<file path="config.mk">
export PLATFORM = sky130hd
export DESIGN_NAME = div_clock_monitor
export DESIGN_NICKNAME = d
export VERILOG_FILES = /design/src/rtl/div_clock_monitor.sv
export SDC_FILE = /design/constraint.sdc
export NUM_CORES = 1
export LEC_CHECK = 0
export CORE_ASPECT_RATIO = 1.25
export CORE_UTILIZATION = 56
export CTS_CLUSTER_DIAMETER = 120
export DETAILED_ROUTE_END_ITERATION = 10
export PLACE_DENSITY = 0.78
export SLEW_MARGIN = 20
export SYNTH_ARGS = -nofsm -noshare
export SYNTH_HDL_FRONTEND = slang
export SYNTH_SLANG_ARGS = --single-unit
</file>
<file path="constraint.sdc">
create_clock -name clk -period 5.6 [get_ports clk]
set_clock_uncertainty 0.15 [all_clocks]
set_input_delay 1.4 -clock clk [delete_from_list [all_inputs] [get_ports clk]]
set_output_delay 1.4 -clock clk [all_outputs]
set_load 0.02 [all_outputs]
</file>
<file path="src/rtl/div_clock_monitor.sv">
// rtl/div_clock_monitor.sv - measures period and high time of a divided clock in the clk domain
// Flags ratio/duty errors and loss of toggling, and reports lock after consecutive good periods.
module div_clock_monitor #(
   parameter int DIV_N       = 5,
   parameter int PER_TOL     = 0,
   parameter int DUTY_TOL    = 1,
   parameter int LOCK_CNT    = 4,
   parameter int TIMEOUT     = 64,
   parameter int CNT_W       = 8,
   parameter int SYNC_STAGES = 2
) (
   input  logic             clk,
   input  logic             rst,
   input  logic             clk_div,
   input  logic             enable,
   output logic [CNT_W-1:0] period,
   output logic [CNT_W-1:0] high_time,
   output logic             meas_valid,
   output logic             err,
   output logic [15:0]      err_cnt,
   output logic             timeout,
   output logic             locked
);
   localparam int SS   = (SYNC_STAGES < 1) ? 1 : SYNC_STAGES;
   localparam int GC_W = (LOCK_CNT < 1) ? 1 : $clog2(LOCK_CNT + 1);
   localparam logic [CNT_W-1:0]        CNT_MAX = {CNT_W{1'b1}};
   localparam logic [CNT_W-1:0]        TO_VAL  = CNT_W'(TIMEOUT);
   localparam logic [GC_W-1:0]         LOCK_V  = GC_W'(LOCK_CNT);
   localparam logic signed [CNT_W:0]   DIV_V   = (CNT_W+1)'(DIV_N);
   localparam logic signed [CNT_W:0]   PTOL_V  = (CNT_W+1)'(PER_TOL);
   localparam logic signed [CNT_W:0]   DTOL_V  = (CNT_W+1)'(DUTY_TOL);

   typedef enum logic [1:0] {IDLE, HIGH, LOW} state_t;
   state_t state;

   logic [SS-1:0]         sync_q;
   logic                  s_d;
   logic                  s;
   logic                  rise;
   logic                  fall;
   logic [CNT_W-1:0]      hi_cnt;
   logic [CNT_W-1:0]      lo_cnt;
   logic [CNT_W-1:0]      hi_inc;
   logic [CNT_W-1:0]      lo_inc;
   logic [GC_W-1:0]       good_cnt;
   logic signed [CNT_W:0] per_dev;
   logic signed [CNT_W:0] duty_dev;
   logic signed [CNT_W:0] per_abs;
   logic signed [CNT_W:0] duty_abs;
   logic                  good;
   logic                  to_hit;

   assign s      = sync_q[SS-1];
   assign rise   = s & ~s_d;
   assign fall   = ~s & s_d;
   assign hi_inc = (hi_cnt == CNT_MAX) ? hi_cnt : hi_cnt + CNT_W'(1);
   assign lo_inc = (lo_cnt == CNT_MAX) ? lo_cnt : lo_cnt + CNT_W'(1);

   assign per_dev  = $signed({1'b0, hi_cnt}) + $signed({1'b0, lo_cnt}) - DIV_V;
   assign duty_dev = $signed({1'b0, hi_cnt}) - $signed({1'b0, lo_cnt});
   assign per_abs  = per_dev[CNT_W]  ? -per_dev  : per_dev;
   assign duty_abs = duty_dev[CNT_W] ? -duty_dev : duty_dev;
   assign good     = (per_abs <= PTOL_V) && (duty_abs <= DTOL_V);

   // A run that has already counted TIMEOUT cycles ends the measurement, even if an edge arrives now.
   assign to_hit = ((state == HIGH) && (hi_cnt >= TO_VAL)) ||
                   ((state == LOW)  && (lo_cnt >= TO_VAL));

   always_ff @(posedge clk or posedge rst) begin
      if (rst) begin
         sync_q <= '0;
         s_d    <= 1'b0;
      end else begin
         sync_q[0] <= clk_div;
         for (int i = 1; i < SS; i++) sync_q[i] <= sync_q[i-1];
         s_d <= s;
      end
   end

   always_ff @(posedge clk or posedge rst) begin
      if (rst) begin
         state      <= IDLE;
         hi_cnt     <= '0;
         lo_cnt     <= '0;
         good_cnt   <= '0;
         period     <= '0;
         high_time  <= '0;
         meas_valid <= 1'b0;
         err        <= 1'b0;
         err_cnt    <= '0;
         timeout    <= 1'b0;
         locked     <= 1'b0;
      end else begin
         meas_valid <= 1'b0;
         err        <= 1'b0;
         // lock follows the good-period count one cycle after it saturates
         locked     <= (good_cnt == LOCK_V);
         if (!enable) begin
            state    <= IDLE;
            hi_cnt   <= '0;
            lo_cnt   <= '0;
            good_cnt <= '0;
            locked   <= 1'b0;
            timeout  <= 1'b0;
         end else if (to_hit) begin
            state    <= IDLE;
            hi_cnt   <= '0;
            lo_cnt   <= '0;
            good_cnt <= '0;
            locked   <= 1'b0;
            timeout  <= 1'b1;
            err      <= 1'b1;
            if (err_cnt != 16'hFFFF) err_cnt <= err_cnt + 16'd1;
         end else begin
            case (state)
               IDLE: begin
                  if (rise) begin
                     state   <= HIGH;
                     hi_cnt  <= CNT_W'(1);
                     timeout <= 1'b0;
                  end
               end
               HIGH: begin
                  if (fall) begin
                     state  <= LOW;
                     lo_cnt <= CNT_W'(1);
                  end else begin
                     hi_cnt <= hi_inc;
                  end
               end
               LOW: begin
                  if (rise) begin
                     period     <= hi_cnt + lo_cnt;
                     high_time  <= hi_cnt;
                     meas_valid <= 1'b1;
                     state      <= HIGH;
                     hi_cnt     <= CNT_W'(1);
                     lo_cnt     <= '0;
                     if (good) begin
                        if (good_cnt != LOCK_V) good_cnt <= good_cnt + GC_W'(1);
                     end else begin
                        err      <= 1'b1;
                        locked   <= 1'b0;
                        good_cnt <= '0;
                        if (err_cnt != 16'hFFFF) err_cnt <= err_cnt + 16'd1;
                     end
                  end else begin
                     lo_cnt <= lo_inc;
                  end
               end
               default: state <= IDLE;
            endcase
         end
      end
   end
endmodule

</file>
* After elaboration in Yosys (flattened, before gate mapping) *
Cells that the tools add are included.

word-level totals
  memories = 0
  bits in latches = 0
  register bits = 60
  bits in read-only memories = 0
  output and inout bits = 36
  bits of input ports = 4
  RAM bits = 0
  word-level logic and storage cells = 114

cells by class
  muxes and demuxes = 48
  div/mod/pow operators = 0
  multipliers = 0
  reductions and logical operators = 15
  $lt $le $gt $ge = 4
  add/sub/neg operators = 10
  bitwise gates (word level) = 5
  shifts and indexed selects = 0
  equal/unequal tests = 19

operator list
  cell                     number
  $mux W16                 5
  $mux W8                  10
  $pmux W8 S2              2
  $mux W1                  18
  $mux W3                  6
  $mux W9                  2
  $neg A9 Y9               2
  $add A16 B1 Y16 const B  1
  $add A8 B1 Y8 const B    2
  $eq A8 B8 Y1 const B     2
  $ge A8 B7 Y1 const B     2
  $ne A16 B16 Y1 const B   1
  $ne A4 B2 Y1 const B     3
  $ne A4 B4 Y1 const B     3
  $reduce_and A4 Y1        3
  $add A8 B8 Y9            1
  $le A9 B1 Y1 const B     1
  $le A9 B2 Y1 const B     1
  $ne A3 B1 Y1 const B     3
  $sub A8 B8 Y9            1
  $sub A9 B4 Y9 const B    1
  $add A8 B8 Y8            1
  $mux W2                  4
  $reduce_and A3 Y1        2
  other kinds (17)         24

* Depth between registers and ports, before layout *
Gate-level depths: netlist (run 1).

  depth in word-level cells = 11
  mapped depth = 16
  mapped depth without buffers = 15

* Least setup slack after synthesis (run 1) *
Ideal clock, no wire load.

  path kind = flip-flop to flip-flop
  start = register hi_cnt[1]
  end = register err_cnt[12]
  data required time = 5.322 ns
  arrival time = 3.854 ns
  library setup time = 0.128 ns
  buffers on the path = 0
  setup slack = 1.469 ns
  period minus slack after synthesis = 4.131 ns
  stages on the path, launching flop included = 16
  cell sequence = dfrtp_1 -> inv_1 -> ha_1 -> inv_1 -> ha_1 -> fa_1 -> and2_1 -> or3_1 -> a2111oi_0 -> o311ai_1 -> a22oi_2 -> o2111ai_1 -> a22o_2 -> o311ai_4 -> nor3_1 -> mux2_1

on the way
  longest elaborated chain between the ends = 8
  elaborated cells between the ends (all ways) = 18
  those cells by class = add/sub (5); order compare (3); eq/ne (1); mux (3); reduce/logical (6)

ends and longest elaborated chain
  element                      RTL line  RTL
  from (decl)                  41        logic [CNT_W-1:0] hi_cnt;
  from (signal assigned)       128       hi_cnt <= hi_inc;
  $add A8 B8 Y9                59        assign per_dev = $signed({1'b0, hi_cnt}) + $signed({1'b0, lo_cnt}) - DIV_V;
  $sub A9 B4 Y9                59
  $neg A9 Y9                   61        assign per_abs = per_dev[CNT_W] ? -per_dev : per_dev;
  $mux W9                      61
  $le A9 B1 Y1                 63        assign good = (per_abs <= PTOL_V) && (duty_abs <= DTOL_V);
  $logic_and A1 B1 Y1          63
  $ne A2 B1 Y1 (no line)       n/a
  $reduce_and A4 Y1 (no line)  n/a
  to (signal assigned)         113       if (err_cnt != 16'hFFFF) err_cnt <= err_cnt + 16'd1;
  to (signal assigned)         145       if (err_cnt != 16'hFFFF) err_cnt <= err_cnt + 16'd1;
  to (decl)                    20        output logic [15:0] err_cnt,

Several ways; a longest one is shown, not always the timed one.
A chain may end at the register's enable or synchronous reset.

* Worst setup path in the final report (run 1) *
  start = register lo_cnt[2]
  end = register err_cnt[14]

on the way
  longest elaborated chain between the ends = 8
  elaborated cells between the ends (all ways) = 18
  those cells by class = add/sub (5); order compare (3); eq/ne (1); mux (3); reduce/logical (6)

ends and longest elaborated chain
  element                      RTL line  RTL
  from (decl)                  42        logic [CNT_W-1:0] lo_cnt;
  from (signal assigned)       148       lo_cnt <= lo_inc;
  $add A8 B8 Y9                59
  $sub A9 B4 Y9                59
  $neg A9 Y9                   61
  $mux W9                      61
  $le A9 B1 Y1                 63
  $logic_and A1 B1 Y1          63
  $ne A2 B1 Y1 (no line)       n/a
  $reduce_and A4 Y1 (no line)  n/a

Several ways; a longest one is shown, not always the timed one.

==> metrics.cfg, run 1 <==
[status]
status=finished clean

[worst_hold_path]
hold_start=sync_q[0]
worstHoldPathType=reg -> reg
whs_path_depth=0
min_to=sync_q[1]

[power_and_ir_drop]
vdd_ir_drop_max_mv=0.196
cellLeakagePower_uw=0.00231
pwr_density_cell_nw_per_um2=240
total_power_uw=1250

[synthesis]
ys_seq_area_frac=0.332
synthCells=525
synth.distinct_cells=72
synth.cell_area_um2=4520
synthesis.nets=571
yosys-top-cells-count=60 x dfrtp_1, 60 x nand2_1, 50 x inv_1
async_reset_ff_frac=1.00
post_synth.cell_area_avg_um2=8.60
synth-edff-count=0
ys.warnings.count=0
yosys_register_bits=60
ys_top_cells_by_area=dfrtp_1 33%, ha_1 11%, o21ai_0 5.1%
ys.flop_type=dfrtp_1
synth_top_area_frac=0.332
yosys.area.top_type=dfrtp_1

[place]
io_buffers=39
gp_congestion=0.984
post-dp-hpwl_um=8740
place_ws_ns=0.852

[floorplan]
die_w_um=82.3
initial_core_util=0.580
coreArea_um2=7790
die_y_um=102
io_pins=40
die_area_um2=8430
rows=36

[setup_path]
crit_fanout=16
cp_data_arrival_time_ns=4.89
ff2ff_setup_slack_ns=0.79
worst-path-buf-inv=2
endpoint_kind=flop
worst-path-stages=14
path_delay_family=compound AO/OA/AOI/OAI gates
slowest_delay_ns=0.67
reg2reg_depth=14
cp_cell_sequence=inv_1 -> ha_1 -> inv_1 -> ha_1 -> and3_1 -> nor4_1 -> o211a_1 -> o311ai_0 -> a21oi_1 -> o221ai_2 -> a22o_2 -> o311ai_4 -> nor3_1 -> mux2_1
critPathKind=reg -> reg
r2r_end=err_cnt[14]
critical-path-slowest-cell=o311ai_4
timing.rr.start=lo_cnt[2]
cp.required_ns=5.68
startpoint_type=flop

[timing]
tns_ns=0
min_period_ns=4.81
hold_viol=0
drv_slew=0
fin_crit_sh=0.859
worst_pin_slew_ns=0.894
max_slew_margin=0.403
setup_slack_ns=0.792
rsz0062_at_grt=false
whs_ns=0.201
setup_viol=0
max_freq_mhz=208

[clock_tree]
postCtsResizedCells=0
clkLatencyLatePin_ns=0.35
cts_root_buffer=clkbuf_8
cts_buffers=9
clockBufferDepth=2
clk_pin_slew_ns=0.07
cts_sinks=60
post-cts-setup-buffers=0
cts_max_level=3
cts_tree=yes
hold_buffers=0

[detailed_routing]
drc=0
wl_per_cell_um=17.0
first_iter_violations=249
vias=4083
drt_wl_total_um=11300
drt_first_pass_iters=6
vias_per_cell=6.14
ant_nets=0

[global_routing]
met1_usage=0.340
globalRouteMet2Util=0.471
grt-ovfl-total=0
grt_pass1_vias=3745
grt_use_total=0.283
antenna_found_initial=0
grtUsageMet3=0.0500
grt_pass1_wl_um=17800
busiest_layer=met2
grt_max_degree=33

[cells_and_area]
multiInputGateArea_um2=2760
ff_latch_area_um2=1500
fillCellCount=648
drive_gt1_frac=0.0596
area_growth_pct=15.2
nets=611
n_antenna_cell=0

[flow_run]
cap_violations=0

cell usage in the layout, fill, tap and decap left out, types with 11 or more instances in the layout:
| master | instances |
|---|---|
| nand2_1 | 60 |
| dfrtp_1 | 60 |
| inv_1 | 49 |
| o21ai_0 | 46 |
| clkdlybuf4s50_1 | 39 |
| ha_1 | 38 |
| nor2_1 | 30 |
| nor3_1 | 22 |
| a21oi_1 | 21 |
| nand3_1 | 20 |
| xnor2_1 | 15 |
| xor2_1 | 14 |
| clkbuf_8 | 11 |
registers in the layout, indices dropped and copies added, names as in the netlist, 2 cells and up:
signal     cells
good_cnt       3
lo_cnt         8
state          2
period         8
sync_q         2
hi_cnt         8
high_time      8
err_cnt       16
cells by family (layout without fill, tap and decap cells):
group                      Yosys count  count (layout)  share of synthesized area
AOI/OAI and AO/OA                  133             133                      0.201
xor gates and xnor gates            29              29                     0.0562
adders and majority gates           42              42                      0.123
buffers and inverters               62             107                     0.0562
DFF                                 60              60                      0.332
muxes                                5               5                     0.0127
and+or+nand+nor                    194             194                      0.218
stage by stage:
| step | instance area [um2] | utilization | instances |
|---|---|---|---|
| 4_1_cts | 5200 | 0.668 | 665 |
| 3_5_place_dp | 4970 | 0.638 | 649 |
| 6_report | 5200 | 0.668 | 665 |
| 2_1_floorplan | 4520 | - | 525 |
| 5_1_grt | 5200 | 0.668 | 665 |
| 3_3_place_gp | 4970 | 0.638 | 649 |
layout make-up:
type                       instances  area share
sequential                        60       0.289
timing repair buffer              41      0.0779
clock inverter                     3      0.0132
clock buffer                      13      0.0305
multi-input combinational        403       0.531
tap                               95      0.0228
inverter                          50      0.0361
how the worst max path moves through the flow:
stage	from	endpoint
after floorplan	hi_cnt[1]	err_cnt[12]
after global placement	hi_cnt[1]	err_cnt[12]
after detailed placement	hi_cnt[1]	err_cnt[12]
after CTS	hi_cnt[1]	err_cnt[12]
after global routing	hi_cnt[1]	err_cnt[12]
final	lo_cnt[2]	err_cnt[14]
where the power goes:
part	internal, uW	total [uW]	switching [uW]
Clock	276	449	173
Sequential	452	471	19.2
Combinational	137	331	194
Total	865	1250	386
routing by layer:
| layer | part of all wire | wire [um] |
|---|---|---|
| met3 | 0.044 | 498 |
| met1 | 0.41 | 4680 |
| met5 | 0 | 0 |
| met4 | 0.037 | 421 |
| met2 | 0.51 | 5740 |
worst register-to-register path, stage by stage (launching register included):
cell and delay, ns:
dfrtp_1 0.44, inv_1 0.11, ha_1 0.49, inv_1 0.18, ha_1 0.33, and3_1 0.20, nor4_1 0.47, o211a_1 0.28
o311ai_0 0.20, a21oi_1 0.29, o221ai_2 0.12, a22o_2 0.27, o311ai_4 0.67, nor3_1 0.14, mux2_1 0.34
Note: power is estimated with default switching activity, not from simulation.
==> run 2: changes to the inputs <==
Settings changed: CAP_MARGIN set to 20.
==> results of run 2 <==
Final layout, timing and power as in run 1 (identical DEF).
==> run 3: changes to the inputs <==
Settings changed: ABC_CLOCK_PERIOD_IN_PS set to 5600, CORE_MARGIN set to 4.
==> run 3 against run 2 <==
Against the previous run:
- power shrank 4.4%
- sequential power is essentially flat
- worst hold slack improved by 0.023 ns
- core utilization decreased by 0.85 points
- cell count unchanged
- via count decreased by 0.83%
- largest power group unchanged
==> metrics.cfg, run 3 (synthesis results as in run 1) <==
[status]
status=finished clean  ; unchanged

[setup_path]
endpoint_kind=flop  ; unchanged
startpoint_type=flop  ; unchanged
crit_fanout=16  ; unchanged
cp.required_ns=5.66  ; was 5.68 ns
reg2reg_depth=15  ; was 14
r2r_end=err_cnt[14]  ; unchanged
cp-startpoint=hi_cnt[1]  ; was lo_cnt[2]
ff2ff_setup_slack_ns=0.62  ; was 0.79 ns
timing.rr.start=hi_cnt[1]  ; was lo_cnt[2]
cp_data_arrival_time_ns=5.04  ; was 4.89 ns
critPathKind=reg -> reg  ; unchanged

[global_routing]
grt_max_degree=51  ; was 33
antenna_found_initial=0  ; unchanged
grt_pass1_wl_um=18700  ; was 17,800 um
grt-ovfl-total=0  ; unchanged
grt_pass1_vias=3843  ; was 3,745
grt_use_total=0.248  ; was 0.283

[worst_hold_path]
whs_path_depth=0  ; unchanged
min_to=sync_q[1]  ; unchanged
hold_start=sync_q[0]  ; unchanged
worstHoldPathType=reg -> reg  ; unchanged

[detailed_routing]
drt_wl_total_um=11300  ; about the same
drt_first_pass_iters=5  ; was 6
vias=4049  ; was 4,083
first_iter_violations=268  ; was 249
ant_nets=0  ; unchanged
vias_per_cell=6.09  ; was 6.14
drc=0  ; unchanged
wl_per_cell_um=17.0  ; about the same

[cells_and_area]
drive_gt1_frac=0.0614  ; was 0.0596
final_cell_mix=60 x nand2_1, 60 x dfrtp_1, 49 x inv_1  ; unchanged
top_register=err_cnt  ; unchanged
largest_reg_flops=16  ; unchanged
area_growth_pct=14.4  ; was 15.2%
n_antenna_cell=0  ; unchanged
nets=611  ; unchanged

[clock_tree]
cts_buffers=9  ; unchanged
cts_max_level=3  ; unchanged
hold_buffers=0  ; unchanged
cts_sinks=60  ; unchanged
clkLatencyLatePin_ns=0.35  ; about the same
postCtsResizedCells=0  ; unchanged
clockBufferDepth=2  ; unchanged
clk_pin_slew_ns=0.08  ; was 0.07 ns
cts_root_buffer=clkbuf_8  ; unchanged
cts_tree=yes  ; unchanged
post-cts-setup-buffers=0  ; unchanged

[place]
io_buffers=39  ; unchanged
post-dp-hpwl_um=8630  ; was 8740 um
gp_congestion=0.938  ; was 0.984

[floorplan]
die_y_um=108  ; was 102 um
die_area_um2=9580  ; was 8430 um2
coreArea_um2=7840  ; was 7790 um2
die_w_um=88.3  ; was 82.3 um
initial_core_util=0.576  ; was 0.580
rows=36  ; unchanged
io_pins=40  ; unchanged

[timing]
fin_crit_sh=0.888  ; was 0.859
max_slew_margin=0.383  ; was 0.403
min_period_ns=4.98  ; was 4.81 ns
setup_viol=0  ; unchanged
tns_ns=0  ; unchanged
whs_ns=0.224  ; was 0.201 ns
drv_slew=0  ; unchanged
max_freq_mhz=201  ; was 208 MHz
rsz0062_at_grt=false  ; unchanged
worst_pin_slew_ns=0.923  ; was 0.894 ns
hold_viol=0  ; unchanged

[power_and_ir_drop]
power_frac_seq=0.393  ; was 0.376
vdd_ir_drop_max_mv=0.151  ; was 0.196 mV
total_power_uw=1200  ; was 1250 uW
pwr_density_cell_nw_per_um2=231  ; was 240 nW/um2
cellLeakagePower_uw=0.00229  ; was 0.00231 uW
p_clk_frac=0.326  ; was 0.359
p_comb_frac=0.280  ; was 0.265
switching_power_uw=401  ; was 386 uW
switching_share=0.336  ; was 0.309
power.internal_uw=794  ; was 865 uW

[flow_run]
cap_violations=0  ; unchanged

[run 3: stage by stage]
step	setup slack (ns)	cells	utilization	cell area (um2)
after CTS	0.666	665	0.659	5170
after detailed placement	0.778	649	0.635	4970
after floorplan	1.47	525	-	4520
after global routing	0.293	665	0.659	5170
final	0.624	665	0.659	5170
after global placement	0.972	649	0.635	4970
[run 3: worst max path at each step]
| stage | endpoint | slack [ns] | depth (start not counted) |
|---|---|---|---|
| floorplan | err_cnt[12] | 1.47 | 15 |
| global placement | err_cnt[12] | 0.97 | 15 |
| detailed placement | err_cnt[14] | 0.78 | 15 |
| CTS | err_cnt[14] | 0.67 | 15 |
| global route | err_cnt[14] | 0.29 | 15 |
| finish | err_cnt[14] | 0.62 | 15 |
[run 3: critical path, cell delays in order, from the launching register on]
cell	delay, ns
dfrtp_1	0.50
inv_1	0.16
ha_1	0.37
inv_1	0.08
ha_1	0.24
fa_1	0.41
and2_1	0.20
or3_1	0.32
a2111oi_0	0.47
o311ai_1	0.17
a22oi_2	0.21
o2111ai_1	0.14
a22o_2	0.26
o311ai_4	0.66
nor3_1	0.14
mux2_1	0.36
[run 3: routing by layer]
| metal | vias up | wire, um | global-route usage |
|---|---|---|---|
| met5 | - | 0 | 0 |
| met4 | 0 | 277 | 0.0896 |
| met3 | 27 | 632 | 0.0366 |
| met2 | 137 | 5610 | 0.421 |
| met1 | 1936 | 4820 | 0.317 |
| li1 | 1949 | - | - |
[run 3: layout make-up]
class / instances / area, um2
Clock buffer: 10 / 128
Multi-Input combinational cell: 403 / 2760
Clock inverter: 6 / 63.8
Inverter: 50 / 188
Timing Repair Buffer: 41 / 405
Fill cell: 659 / 2670
Tap cell: 95 / 119
Sequential cell: 60 / 1500
[run 3: power by group through the flow]
stage	Sequential, uW	Clock [uW]	Combinational, uW
after floorplan	490	0	225
after global placement	476	0	321
after detailed placement	477	0	330
after CTS	470	393	332
after global routing	473	412	371
final	470	390	335
